--- config.mk ---
export PLATFORM = sky130hd
export DESIGN_NAME = canvas_write_arbiter
export DESIGN_NICKNAME = d
export VERILOG_FILES = /design/src/rtl/canvas_write_arbiter_pkg.sv /design/src/rtl/canvas_write_arbiter.sv
export SDC_FILE = /design/constraint.sdc
export NUM_CORES = 1
export LEC_CHECK = 0
export ABC_AREA = 0
export CAP_MARGIN = 15
export CORE_UTILIZATION = 51
export DETAILED_ROUTE_END_ITERATION = 12
export MAX_ROUTING_LAYER = met4
export PLACE_DENSITY = 0.79
export SYNTH_ARGS = -nofsm -noshare
export SYNTH_HDL_FRONTEND = slang
export SYNTH_SLANG_ARGS = --single-unit
--- constraint.sdc ---
create_clock -name clk -period 1.8 [get_ports clk]
set_input_delay 0.18 -clock clk [delete_from_list [all_inputs] [get_ports clk]]
set_output_delay 0.18 -clock clk [all_outputs]
set_load 0.02 [all_outputs]
--- src/rtl/canvas_write_arbiter_pkg.sv ---
// Shared definitions for the canvas write arbiter: FSM state encoding and
// the default cursor field widths.
package canvas_write_arbiter_pkg;

  localparam int CANVAS_CX_BITS = 5;
  localparam int CANVAS_CY_BITS = 5;

  typedef enum logic [1:0] {
    IDLE  = 2'd0,
    WRITE = 2'd1,
    CLEAR = 2'd2
  } canvas_state_e;

endpackage

--- src/rtl/canvas_write_arbiter.sv ---
// Canvas write arbiter: turns draw / erase / clear requests into a single
// ready/valid write stream towards the canvas memory. Draw and erase write
// the cell under the cursor; clear sweeps every cell to blank in ascending
// address order. All outputs are registered.
//
// Optional feature: define CANVAS_DEDUP_EN to drop draw/erase requests that
// would repeat the last completed write (same address and data).
module canvas_write_arbiter
  import canvas_write_arbiter_pkg::*;
#(
  parameter int CX_BITS = CANVAS_CX_BITS,
  parameter int CY_BITS = CANVAS_CY_BITS
) (
  input  logic                       clk,
  input  logic                       clr,
  input  logic                       draw_req,
  input  logic                       erase_req,
  input  logic                       clear_req,
  input  logic [CX_BITS-1:0]         cursor_x,
  input  logic [CY_BITS-1:0]         cursor_y,
  input  logic                       wr_ready,
  output logic                       wr_en,
  output logic [CX_BITS+CY_BITS-1:0] wr_addr,
  output logic                       wr_data,
  output logic                       busy,
  output logic                       clear_done
);

  localparam int AW = CX_BITS + CY_BITS;

  canvas_state_e state_q, state_d;
  logic          wr_en_q, wr_en_d;
  logic [AW-1:0] addr_q, addr_d;
  logic          data_q, data_d;
  logic          busy_q, busy_d;
  logic          done_q, done_d;
  logic [AW-1:0] cnt_q, cnt_d;

  // Cursor request as it would be written this cycle.
  logic [AW-1:0] req_addr;
  logic          req_data;
  logic          req_dup;

  assign req_addr = {cursor_y, cursor_x};
  assign req_data = ~erase_req;

`ifdef CANVAS_DEDUP_EN
  logic [AW-1:0] last_addr_q, last_addr_d;
  logic          last_data_q, last_data_d;
  logic          last_valid_q, last_valid_d;

  assign req_dup = last_valid_q && (last_addr_q == req_addr) && (last_data_q == req_data);
`else
  assign req_dup = 1'b0;
`endif

  // Next-state and registered-output computation for the three-state FSM.
  always_comb begin
    state_d = state_q;
    wr_en_d = wr_en_q;
    addr_d  = addr_q;
    data_d  = data_q;
    cnt_d   = cnt_q;
    done_d  = 1'b0;
`ifdef CANVAS_DEDUP_EN
    last_addr_d  = last_addr_q;
    last_data_d  = last_data_q;
    last_valid_d = last_valid_q;
`endif

    unique case (state_q)
      IDLE: begin
        wr_en_d = 1'b0;
        if (clear_req) begin
          state_d = CLEAR;
          wr_en_d = 1'b1;
          cnt_d   = '0;
          addr_d  = '0;
          data_d  = 1'b0;
        end else if ((draw_req || erase_req) && !req_dup) begin
          state_d = WRITE;
          wr_en_d = 1'b1;
          addr_d  = req_addr;
          data_d  = req_data;
        end
      end

      WRITE: begin
        // Address/data stay put until the memory takes them.
        if (wr_ready) begin
          state_d = IDLE;
          wr_en_d = 1'b0;
`ifdef CANVAS_DEDUP_EN
          last_addr_d  = addr_q;
          last_data_d  = data_q;
          last_valid_d = 1'b1;
`endif
        end
      end

      CLEAR: begin
        // Counter only moves on an accepted write and stops at the top
        // address instead of wrapping.
        if (wr_ready) begin
          if (cnt_q == '1) begin
            state_d = IDLE;
            wr_en_d = 1'b0;
            done_d  = 1'b1;
            cnt_d   = '0;
`ifdef CANVAS_DEDUP_EN
            last_valid_d = 1'b0;
`endif
          end else begin
            cnt_d  = cnt_q + AW'(1);
            addr_d = cnt_q + AW'(1);
          end
        end
      end

      default: begin
        state_d = IDLE;
        wr_en_d = 1'b0;
      end
    endcase

    busy_d = (state_d != IDLE);
  end

  // State and output registers with synchronous clear.
  always_ff @(posedge clk) begin
    if (clr) begin
      state_q <= IDLE;
      wr_en_q <= 1'b0;
      addr_q  <= '0;
      data_q  <= 1'b0;
      busy_q  <= 1'b0;
      done_q  <= 1'b0;
      cnt_q   <= '0;
    end else begin
      state_q <= state_d;
      wr_en_q <= wr_en_d;
      addr_q  <= addr_d;
      data_q  <= data_d;
      busy_q  <= busy_d;
      done_q  <= done_d;
      cnt_q   <= cnt_d;
    end
  end

`ifdef CANVAS_DEDUP_EN
  // Record of the last completed draw/erase write.
  always_ff @(posedge clk) begin
    if (clr) begin
      last_addr_q  <= '0;
      last_data_q  <= 1'b0;
      last_valid_q <= 1'b0;
    end else begin
      last_addr_q  <= last_addr_d;
      last_data_q  <= last_data_d;
      last_valid_q <= last_valid_d;
    end
  end
`endif

  assign wr_en      = wr_en_q;
  assign wr_addr    = addr_q;
  assign wr_data    = data_q;
  assign busy       = busy_q;
  assign clear_done = done_q;

endmodule

==> results.toml <==
[status]
status = "finished clean"

[critical_path]
end_kind = "register"
cpMaxStageDelayCell = "dfxtp_1"
worstPathRequired_ns = 2.03
worst-path-buf-inv = 0
critPathLaunchType = "register"
cpPeakStageDelay_ns = 0.49
critPathKind = "reg -> reg"
arrival_ns = 1.99
path_delay_family = "simple AND/OR/NAND/NOR gates"
crit_fanout = 10
crit_path_cell_trace = "and4_1 > nand4_1 > and2_2 > a211oi_1"

[logic_synthesis]
muxShareOfSynthArea = 0.00673
syn-cell-area_um2 = 1490
yosys.area_share.simple = 0.235
synth_fp_nets = 196
synth.yosys.seq_area_share = 0.350
synth_compound_gate_area_share = 0.285
synth_xor_area_frac = 0.0177
synthFlopType = "dfxtp_1"
yosys_warnings = 0
yosysUniqueCellTypes = 42
synth_top_family_by_area = "compound AO/OA/AOI/OAI gates"
ys_async_sr_fraction = 0
synth_edf_count = 0
netlist_instances = 179
ys_ff_latch = 26
avgSynthCellArea_um2 = 8.30
synth_fa_ha_area_frac = 0.00842

[route]
post-route-drc-count = 0
vias = 1466
wl_per_cell_um = 15.4
drtIter0Drc = 75
first_pass_iters = 4
ant_nets = 0
via_per_inst = 6.21
wl_mm = 3.63

[cells_and_area]
seqCellArea_um2 = 522
fillerInstances = 264
multiInputGateArea_um2 = 823
fin_cells = 236
num_antenna_cells = 0
nets = 223
area_growth_pct = 21.9
drive_gt1_frac = 0.102

[sta]
max-slew-margin-rel = 0.723
hold_viol_final = 0
finalMaxSlewViolations = 0
max_freq_ghz = 0.571
rsz0062_at_grt = "false"
tightest_slew_ns = 0.415
timing.final.crit_share = 0.972
setup_viol = 0
fin_skew_ns = 0.00491
period_needed_ns = 1.75

[clock_network]
tritoncts = "done"
clk_latency_ns = 0.33
cts_hold_buf = 0
clk_path_buf_depth = 2
cts_buffers = 3
htree_levels = 1
cts.sinks = 26
root_buffer = "clkbuf_4"
post_cts_buffers = 0
clk_pin_slew_worst_paths_ns = 0.14

[global_routing]
overflow = 0
grtUsageTotal = 0.248
antenna_found_initial = 0
grt_max_degree = 15
grt_pass1_vias = 1385
grt_pass1_wl_mm = 6.08

[pwr]
power_mw = 1.27
power_frac_clock = 0.238
p_int_mw = 0.896
p_leak_nw = 0.611
ir_drop_v = 0.000460
seqPwrFrac = 0.506
combPwrFrac = 0.256
p_switching_mw = 0.373
p_sw_frac = 0.294
powerDensity_nw_per_um2 = 701

[placement]
dp_hpwl_mm = 2.78
gp_congestion = 0.956
io_buffers = 29
dp_cells = 232

[floorplan]
placement_rows = 19
initial_core_util = 0.539
die-width_um = 56.0
coreArea_um2 = 2760
die_y_um = 56.0
die-area_um2 = 3130
ios = 30

[hold_path]
hold_class = "in -> reg"

[run]
maxCapViolations = 0
-- through the flow --
stage / util / setup slack [ns] / setup TNS, ns / area, um^2 / hold slack (ns)
3_3_place_gp: 0.642 / 0.0860 / 0 / 1770 / 0.490
3_5_place_dp: 0.642 / -0.00860 / -0.00860 / 1770 / 0.510
2_1_floorplan: - / 0.150 / 0 / 1490 / 0.340
4_1_cts: 0.656 / 0.0176 / 0 / 1810 / 0.412
5_1_grt: 0.657 / 0.000435 / 0 / 1810 / 0.416
6_report: 0.657 / 0.0496 / 0 / 1810 / 0.420
-- synth_stat cells, types with 2 or more instances --
master | n | area (um^2)
a211oi_1 | 6 | 45.0
a21oi_1 | 21 | 105
a22oi_1 | 2 | 15.0
a311oi_1 | 7 | 61.3
a31oi_1 | 6 | 37.5
a41oi_1 | 2 | 17.5
and4_1 | 3 | 26.3
buf_1 | 2 | 7.51
buf_2 | 5 | 25.0
buf_4 | 3 | 22.5
buf_6 | 6 | 67.6
clkbuf_1 | 3 | 11.3
dfxtp_1 | 26 | 521
inv_1 | 3 | 11.3
nand2_1 | 12 | 45.0
nand2b_1 | 4 | 25.0
nand3_1 | 5 | 25.0
nand3b_1 | 6 | 45.0
nand4_1 | 5 | 31.3
nor2_1 | 10 | 37.5
nor2b_1 | 2 | 12.5
nor3_1 | 8 | 40.0
nor3b_1 | 2 | 15.0
nor4_1 | 3 | 18.8
o21a_1 | 2 | 15.0
o21ai_0 | 6 | 30.0
o21ai_1 | 2 | 10.0
or3_1 | 2 | 12.5
xnor2_1 | 2 | 17.5
-- registers in the layout, indices dropped and copies added (netlist names) --
name / count
wr_addr: 10
wr_en: 1
busy: 1
wr_data: 1
clear_done: 1
cnt_q: 10
state_q: 2
-- final timing paths --
| path | to | from | depth (start not counted) | slack [ns] |
|---|---|---|---|---|
| max reg2reg | wr_addr[3]$_SDFFE_PP0P_ | cnt_q[7]$_SDFFE_PP0P_ | 4 | 0.05 |
| min | wr_addr[7]$_SDFFE_PP0P_ | cursor_y[2] | 3 | 0.42 |
| max | wr_addr[3]$_SDFFE_PP0P_ | cnt_q[7]$_SDFFE_PP0P_ | 4 | 0.05 |
| min reg2reg | wr_addr[4]$_SDFFE_PP0P_ | wr_addr[4]$_SDFFE_PP0P_ | 2 | 0.53 |
-- cell type report --
class,instances,share of cell area
Sequential cell,26,0.288
Multi-Input combinational cell,131,0.454
Inverter,3,0.00622
Tap cell,31,0.0214
Timing Repair Buffer,41,0.210
Clock buffer,4,0.0200
-- tightest hold or removal path, delay by kind of cell --
kind	cells	cell delay (ns)
AO/OA/AOI/OAI	1	0.08
AND/OR/NAND/NOR	1	0.06
buffers and inverters	1	0.39
-- cell usage in the layout (no fill, tap or decap), drive strengths merged, types with 2 or more instances in the layout --
master         instances
inv                    3
clkdlybuf4s50         29
clkbuf                 4
nand2                 12
or3                    2
a311oi                 8
nand3                  5
buf                   12
nand2b                 4
a21oi                 21
nor4                   3
a211oi                 6
a31oi                  6
nor2b                  2
o21a                   2
nor2                  10
nor3b                  2
and4                   3
a22oi                  2
o21ai                  8
nand3b                 6
nand4                  5
a41oi                  2
nor3                   8
xnor2                  2
dfxtp                 26
-- logic make-up (layout without fill, tap and decap cells) --
family / count (synthesis) / in the layout
xor+xnor: 3 / 3
mux: 1 / 1
compound gates: 62 / 62
flops: 26 / 26
fa+ha+maj: 1 / 1
simple gates: 64 / 64
buf+inv: 22 / 48
-- metal layers --
layer  vias up  track usage  part of all wire
met5         -            -                 0
met4         0        0.125             0.025
met3        11       0.0372             0.054
met2        57        0.389              0.46
met1       672        0.311              0.46
li1        726            -                 -
-- power groups by stage --
stage	Clock [mW]	Sequential, mW	Combinational (mW)
floorplan	0	0.686	0.155
finish	0.302	0.642	0.325
detailed placement	0	0.655	0.323
global route	0.332	0.648	0.352
CTS	0.313	0.642	0.324
global placement	0	0.651	0.316
-- repair_timing --
item	CTS	global route
hold endpoints to repair	0	0
setup endpoints to repair	5	10
resized for setup	1	2
No activity file was read; power rests on OpenSTA's default activity.
